--- src/rtl/systolic_pkg.sv ---
// Package: systolic_pkg
// Shared defaults and types for the systolic-array result readback path.
//   DATA_W        width of one signed result element
//   N             array dimension; a tile holds N*N elements
//   ADDR_W        width of the result-memory write address
//   drain_state_e readback FSM states (IDLE, DRAIN)
//   elem_t        one signed result element
package systolic_pkg;

    localparam int DATA_W = 16;
    localparam int N      = 4;
    localparam int ADDR_W = 6;

    typedef enum logic {
        IDLE  = 1'b0,
        DRAIN = 1'b1
    } drain_state_e;

    typedef logic signed [DATA_W-1:0] elem_t;

endpackage

--- src/rtl/result_drain_streamer.sv ---
// Module: result_drain_streamer
// Reads the NxN result tile out of the systolic array once the array
// controller signals done. The whole tile and the base address are captured
// in one cycle. The N*N values are then streamed row-major over a
// valid/ready port, each paired with its write address.
//
// Handshake: a transfer happens on any clock edge where out_valid_o and
// out_ready_i are both high. Once out_valid_o rises, it stays high, and
// out_data_o and out_addr_o stay stable, until that transfer happens.
// The consumer may hold out_ready_i low for as long as it likes.
//
// Ports:
//   clk            clock, all logic on posedge
//   rst            synchronous active-high reset
//   done_i         array-controller done (level or pulse)
//   r_flat_i       tile, element (i,j) at [DATA_W*(N*i+j) +: DATA_W]
//   base_addr_i    first output address, captured with the tile
//   out_valid_o    element available
//   out_ready_i    consumer accepts
//   out_data_o     current element (signed)
//   out_addr_o     base + index, wrapping mod 2**ADDR_W
//   busy_o         high while draining; this is the FSM state bit
//   drain_done_o   one-cycle pulse after the final transfer
//   overrun_o      sticky: a done_i arrived mid-drain and was dropped
//   overrun_clr_i  clears overrun_o; a new overrun in the same cycle wins
//
// Build option RESULT_DRAIN_LAST_EN adds:
//   out_last_o     high with out_valid_o on the last element of the tile
//   out_row_last_o high with out_valid_o on the last element of each row
module result_drain_streamer #(
    parameter int DATA_W = systolic_pkg::DATA_W,
    parameter int N      = systolic_pkg::N,
    parameter int ADDR_W = systolic_pkg::ADDR_W
) (
    input  logic                       clk,
    input  logic                       rst,
    input  logic                       done_i,
    input  logic [N*N*DATA_W-1:0]      r_flat_i,
    input  logic [ADDR_W-1:0]          base_addr_i,
    output logic                       out_valid_o,
    input  logic                       out_ready_i,
    output logic signed [DATA_W-1:0]   out_data_o,
    output logic [ADDR_W-1:0]          out_addr_o,
    output logic                       busy_o,
    output logic                       drain_done_o,
    output logic                       overrun_o,
`ifdef RESULT_DRAIN_LAST_EN
    output logic                       out_last_o,
    output logic                       out_row_last_o,
`endif
    input  logic                       overrun_clr_i
);

    import systolic_pkg::*;

    localparam int TILE   = N * N;
    localparam int IDX_W  = (TILE > 1) ? $clog2(TILE) : 1;
    localparam logic [IDX_W-1:0] LAST_IDX = IDX_W'(TILE - 1);

    drain_state_e             state_q;
    logic [N*N*DATA_W-1:0]    snap_q;
    logic [ADDR_W-1:0]        base_q;
    logic [IDX_W-1:0]         idx_q;
    logic                     drain_done_q;
    logic                     overrun_q;

    logic xfer;
    logic final_xfer;
    logic drop_done;

    assign xfer       = (state_q == DRAIN) && out_ready_i;
    assign final_xfer = xfer && (idx_q == LAST_IDX);
    // A done that lands on the final transfer starts the next tile instead
    // of being dropped, so only a done on any other DRAIN edge is lost.
    assign drop_done  = (state_q == DRAIN) && done_i && !final_xfer;

    always_ff @(posedge clk) begin
        if (rst) begin
            state_q      <= IDLE;
            snap_q       <= '0;
            base_q       <= '0;
            idx_q        <= '0;
            drain_done_q <= 1'b0;
            overrun_q    <= 1'b0;
        end else begin
            drain_done_q <= final_xfer;

            if (drop_done)
                overrun_q <= 1'b1;
            else if (overrun_clr_i)
                overrun_q <= 1'b0;

            case (state_q)
                IDLE: begin
                    if (done_i) begin
                        snap_q  <= r_flat_i;
                        base_q  <= base_addr_i;
                        idx_q   <= '0;
                        state_q <= DRAIN;
                    end
                end
                DRAIN: begin
                    if (final_xfer) begin
                        idx_q <= '0;
                        if (done_i) begin
                            snap_q <= r_flat_i;
                            base_q <= base_addr_i;
                        end else begin
                            state_q <= IDLE;
                        end
                    end else if (xfer) begin
                        idx_q <= idx_q + 1'b1;
                    end
                end
                default: state_q <= IDLE;
            endcase
        end
    end

    // Data and address are forced to zero outside DRAIN so idle outputs are
    // quiet rather than showing a stale snapshot.
    assign out_valid_o  = (state_q == DRAIN);
    assign busy_o       = (state_q == DRAIN);
    assign out_data_o   = out_valid_o ? snap_q[DATA_W*idx_q +: DATA_W] : '0;
    assign out_addr_o   = out_valid_o ? (base_q + ADDR_W'(idx_q)) : '0;
    assign drain_done_o = drain_done_q;
    assign overrun_o    = overrun_q;

`ifdef RESULT_DRAIN_LAST_EN
    assign out_last_o     = out_valid_o && (idx_q == LAST_IDX);
    assign out_row_last_o = out_valid_o && ((32'(idx_q) % N) == (N - 1));
`endif

endmodule

--- config.mk ---
export PLATFORM = sky130hd
export DESIGN_NAME = result_drain_streamer
export DESIGN_NICKNAME = d
export VERILOG_FILES = /design/src/rtl/systolic_pkg.sv /design/src/rtl/result_drain_streamer.sv
export SDC_FILE = /design/constraint.sdc
export NUM_CORES = 1
export LEC_CHECK = 0
export CAP_MARGIN = 25
export CORE_AREA = 2 2 184 150
export DETAILED_ROUTE_END_ITERATION = 8
export DIE_AREA = 0 0 186 152
export PLACE_DENSITY = 0.83
export SLEW_MARGIN = 10
export SYNTH_ARGS = -nofsm -noshare
export SYNTH_HDL_FRONTEND = slang
export SYNTH_SLANG_ARGS = --single-unit
--- constraint.sdc ---
create_clock -name clk -period 1.75 [get_ports clk]
set_clock_uncertainty 0.15 [all_clocks]
set_input_delay 0.175 -clock clk [delete_from_list [all_inputs] [get_ports clk]]
set_output_delay 0.175 -clock clk [all_outputs]
set_load 0.03 [all_outputs]
==> results.json, run 1 <==
{
  "whs_path_depth": 3,
  "clock_path_buffers": 3,
  "ir_worst_vdd_mv": 0.705,
  "ant_nets": 0,
  "yosys.cell_types.count": 33,
  "maxCapViolCount": 0,
  "first_global_vias": 12600,
  "clkLatencyLatePin_ps": 540,
  "grt_max_degree": 52,
  "clkTransAtPathRegs_ps": 70,
  "hpwl_um": 29500,
  "n_antenna_cell": 0,
  "dp.cells": 2077,
  "layout_common_cells": "nand2_1 (461), clkdlybuf4s50_1 (269), dfxtp_1 (261), a21oi_2 (139), a21oi_1 (128)",
  "worstMarginPinSlew_ps": 552,
  "min_path_type": "in -> reg",
  "status": "complete, but fails checks",
  "power_density_nw_per_um2": 804,
  "synth_compound_area_share_pct": 16.0,
  "place_congestion": 0.948,
  "avgRoutedWirePerCell_um": 25.0,
  "finalSetupTns_ps": -150010,
  "yosys.area_share.simple_pct": 19.8,
  "yosysWarnings": 0,
  "ios": 293,
  "syn_area_um2": 11800,
  "setup_ws_ps": -857,
  "drive_gt1_share_pct": 32.4,
  "grt_setup_unrepaired": "yes",
  "worst-path-max-fanout": 16,
  "avgSynthCellArea_um2": 8.05,
  "holdPathEnd": "snap_q[110]",
  "ys_seq_elements": 269,
  "stdcell_count": 2241,
  "row_count": 54,
  "layout.cells.most_common": "nand2_1",
  "worstPathArrival_ps": 2280,
  "reg2reg_depth": 12,
  "final_area_um2": 20200,
  "p_leak_nw": 7.32,
  "post-route-period-util_pct": 149,
  "synthFlopType": "dfxtp_1",
  "synthAdderAreaFrac_pct": 0.703,
  "grt-ovfl-total": 0,
  "cp-end-kind": "output port",
  "grt_pass1_wl_um": 71000,
  "fin_crit_ps": 2610,
  "die_w_um": 186,
  "finalHoldViolations": 0,
  "finalSetupViolCount": 288,
  "via_per_inst": 6.01,
  "worstSetupStartpointType": "flop",
  "synth-xor-area-share_pct": 0.373,
  "synthArstFlopShare_pct": 0,
  "clock-sinks": 269,
  "r2r-end": "snap_q[193]",
  "max_freq_mhz": 384,
  "reg2reg_from": "idx_q[0]",
  "synthMuxAreaShare_pct": 11.1,
  "hold_start": "r_flat_i[110]",
  "synth_edf_count": 0,
  "port_buffers": 292,
  "violations": "negative setup slack",
  "nNetsFinal": 2131,
  "fp.coreArea_um2": 26700,
  "htreeDepth": 1,
  "drt_iter0_drc": 1528,
  "drtPass1Iterations": 5,
  "slew_viol_final": 0,
  "synth_top_family_by_area": "simple AND/OR/NAND/NOR gates",
  "syn_to_final_growth_pct": 71.8,
  "syn_nets": 1733,
  "nFillCells": 1631,
  "cts_tree": "built",
  "ys_seq_area_share_pct": 45.8,
  "maxSlewHeadroom_pct": 63.2,
  "die_y_um": 152,
  "wirelength_um": 55900,
  "ctsRootBufferMaster": "clkbuf_16",
  "drcViolationCount": 0,
  "startpoint": "idx_q[0]",
  "critical_path_class": "reg -> out",
  "num_vias": 13500,
  "cts_buffers": 27,
  "initial_utilization_pct": 44.0,
  "dieArea_um2": 28300,
  "synthCells": 1460,
  "reg2reg_slack_ps": -720,
  "post_dp_cell_area_um2": 15500,
  "grtUsageTotal_pct": 32.5,
  "required_ps": 1420,
  "antenna_found_initial": 1
}
==> timing repair <==
item	in CTS	in global routing
buffers inserted	32	25
setup endpoints to repair	289	293
pin swaps	87	87
endpoints found under the hold margin	14	0
gates cloned	33	34
hold buffers	1	0
gates resized for setup	214	264
==> kinds of logic (layout without fill, tap and decap cells) <==
group / count (synthesis) / count (layout)
AOI/OAI and AO/OA: 345 / 345
xor gates and xnor gates: 5 / 5
adders and majority gates: 6 / 6
buffers and inverters: 120 / 537
DFF: 269 / 269
muxes: 117 / 117
and+or+nand+nor: 598 / 598
==> through the flow <==
step                setup WS, ps  power (mW)  hold slack (ps)  utilization, %
CTS                         -818        15.4             18.0            69.3
floorplan                  -76.2        7.87              146               -
finish                      -857        16.2             25.1            75.7
detailed placement          -672        8.98              297            58.2
global placement            -697        8.93              291            58.2
global route                -876        16.6             33.1            75.7
==> where the power goes <==
part / switching, mW / internal (mW) / total, mW
sequential: 0.273 / 6.46 / 6.74
combinational: 1.65 / 1.90 / 3.55
clock: 2.57 / 3.37 / 5.94
total: 4.50 / 11.7 / 16.2
==> flip-flops by register name (all words and copies together) (netlist names) <==
name / cells
busy_o: 1
base_q: 6
drain_done_o: 1
idx_q: 4
overrun_o: 1
snap_q: 256
==> per-layer routing <==
layer | wire [um] | track usage [%] | vias to the layer above
li1 | - | - | 5727
met1 | 21300 | 43.8 | 6433
met2 | 25300 | 50.6 | 1052
met3 | 5900 | 6.50 | 267
met4 | 3480 | 14.1 | 0
met5 | 0 | 0 | -
==> how the worst max path moves through the flow <==
stage                                end  slack (ps)  depth (start not counted)
after detailed placement   out_addr_o[4]        -670                          7
after global routing       out_addr_o[5]        -880                          7
after floorplan            out_addr_o[5]         -80                          5
after global placement     out_data_o[3]        -700                          6
final                     out_data_o[11]        -860                          8
after CTS                 out_data_o[13]        -820                          7
==> layout make-up <==
cell class                      count  area [um^2]  area share [%]
Timing Repair Buffer              488         6270            31.1
Clock buffer                       42          823            4.08
Clock inverter                      6         61.3           0.304
Multi-Input combinational cell   1071         7170            35.5
Tap cell                          364          455            2.26
Sequential cell                   269         5400            26.8
Inverter                            1         3.75          0.0186
==> worst max-delay path: stages, from the launching register on <==
cell     delay (ps)
dfxtp_4         370
buf_12          160
buf_16          150
buf_12          190
mux2i_1         130
a22oi_1         250
nand3_1         200
o21ai_4         120
buf_6           150
==> Yosys cell counts (all sizes together) (3+ instances only) <==
| cell type | n | area share [%] |
|---|---|---|
| a21oi | 267 | 11 |
| a22oi | 54 | 3.4 |
| and2 | 3 | 0.16 |
| buf | 76 | 4.7 |
| clkbuf | 43 | 1.4 |
| dfxtp | 269 | 46 |
| ha | 5 | 0.53 |
| mux2i | 106 | 9.0 |
| mux4 | 11 | 2.1 |
| nand2 | 542 | 17 |
| nand2b | 11 | 0.59 |
| nand3 | 17 | 0.72 |
| nor2 | 15 | 0.48 |
| nor2b | 3 | 0.16 |
| o21ai | 18 | 0.77 |
| xor2 | 3 | 0.22 |
Note: power is estimated with default switching activity, not from simulation.
==> inputs of run 2 (changes only) <==
CORE_AREA = 3 3 185 151   (was 2 2 184 150)
DIE_AREA = 0 0 188 154   (was 0 0 186 152)
==> results.json, run 2 (same netlist as run 1, synthesis figures left out) <==
{
  "layout_common_cells": "nand2_1 (329), clkdlybuf4s50_1 (268), dfxtp_1 (261), a21oi_2 (175), nand2_2 (123)",
  "ctsRootBufferMaster": "clkbuf_16",
  "hpwl_um": 28700,
  "slew_viol_final": 0,
  "finalHoldViolations": 0,
  "layout.cells.most_common": "nand2_1",
  "largest_reg_flops": 256,
  "path_cells": "buf_12 -> buf_6 -> bufbuf_16 -> mux2i_1 -> a22oi_2 -> nand3_4 -> o21ai_4 -> buf_6",
  "finalSetupTns_ps": -144370,
  "cts_tree": "built",
  "worst-path-max-fanout": 8,
  "htreeDepth": 1,
  "clkTransAtPathRegs_ps": 70,
  "critical_path_class": "reg -> out",
  "min_path_type": "in -> reg",
  "worstPathArrival_ps": 2360,
  "row_count": 53,
  "port_buffers": 292,
  "max_freq_mhz": 372,
  "post-route-period-util_pct": 154,
  "antenna_found_initial": 6,
  "fp.coreArea_um2": 26200,
  "p_total_mw": 17.0,
  "fin_hold_ws_ps": 6.05,
  "largest-register": "snap_q",
  "grtUsageTotal_pct": 34.4,
  "drcViolationCount": 0,
  "required_ps": 1420,
  "utilization_pct": 81.8,
  "grt_max_degree": 76,
  "path_delay_family": "buffers and inverters",
  "grt-ovfl-total": 0,
  "nNetsFinal": 2138,
  "drtPass1Iterations": 6,
  "num_vias": 14000,
  "wirelength_um": 61800,
  "crit_top_cell": "buf_6",
  "avgRoutedWirePerCell_um": 27.5,
  "violations": "negative setup slack",
  "grt_pass1_wl_um": 77900,
  "p_leak_nw": 7.98,
  "syn_to_final_growth_pct": 82.4,
  "worstSetupStartpointType": "flop",
  "slowest_delay_ps": 390,
  "crit_buf_inv": 4,
  "initial_utilization_pct": 44.9,
  "power_density_nw_per_um2": 794,
  "fin_crit_ps": 2690,
  "die_y_um": 154,
  "via_per_inst": 6.26,
  "maxSlewHeadroom_pct": 66.9,
  "post_dp_cell_area_um2": 15500,
  "nFillCells": 1283,
  "ir_worst_vdd_mv": 0.818,
  "first_global_vias": 13300,
  "die_w_um": 188,
  "place_congestion": 0.910,
  "finalSetupViolCount": 290,
  "drt_iter0_drc": 1582,
  "slowest_stage": "dfxtp_4",
  "grt_setup_unrepaired": "yes",
  "clock-sinks": 269,
  "ant_nets": 0,
  "maxCapViolCount": 0,
  "dieArea_um2": 29000,
  "ios": 293,
  "status": "complete, but fails checks",
  "cp-end-kind": "output port",
  "cts_buffers": 28,
  "top_regs": "snap_q x256, base_q x6, idx_q x4",
  "final_area_um2": 21400,
  "clkLatencyLatePin_ps": 540,
  "drive_gt1_share_pct": 42.5,
  "setup_ws_ps": -937,
  "worstMarginPinSlew_ps": 496,
  "clock_path_buffers": 3
}
==> run 2: path summary, 6_finish.rpt <==
| kind | cells after the start | end | from | slack, ps |
|---|---|---|---|---|
| worst max register to register | 13 | snap_q[233] | idx_q[0] | -650 |
| worst max-delay path | 8 | out_data_o[6] | idx_q[0] | -940 |
| worst min-delay path | 3 | snap_q[92] | r_flat_i[92] | 6 |
| worst min register to register | 2 | snap_q[143] | snap_q[143] | 300 |
==> run 2: where the power goes <==
part           switching [mW]  internal (mW)  total, mW
sequential              0.331           6.46       6.80
combinational            1.90           2.05       3.94
clock                    2.80           3.48       6.28
==> run 2: what timing repair did <==
action	CTS	global route
gates resized for setup	284	503
hold endpoints to repair	41	0
pin swaps	218	170
gates cloned	51	16
endpoints found under the setup margin	288	288
buffers inserted	58	27
hold buffers	2	0
==> run 2: tightest hold or removal path, stage by stage <==
cell and delay, ps:
clkdlybuf4s50_1 400, nand2_1 50, a21oi_1 50
==> run 2: cell type report <==
class | instances | area [um^2] | share of cell area, %
multi-input combinational | 1072 | 8160 | 38.1
clock inverter | 17 | 169 | 0.788
timing repair buffer | 493 | 6480 | 30.2
inverter | 1 | 3.75 | 0.0175
sequential | 269 | 5400 | 25.2
antenna | 1 | 2.50 | 0.0117
tap | 357 | 447 | 2.08
clock buffer | 35 | 777 | 3.62
==> run 2: per-layer routing <==
layer / global-route usage (%) / wire, um
met1: 44.2 / 22400
met2: 55.4 / 27800
met3: 9.39 / 7280
met4: 13.4 / 4330
met5: 0 / 75
==> run 2: metrics by stage <==
step	worst slack, ps	cells
finish	-937	2245
global route	-1000	2245
CTS	-841	2226
detailed placement	-666	2066
global placement	-642	2066
floorplan	-76.2	1460
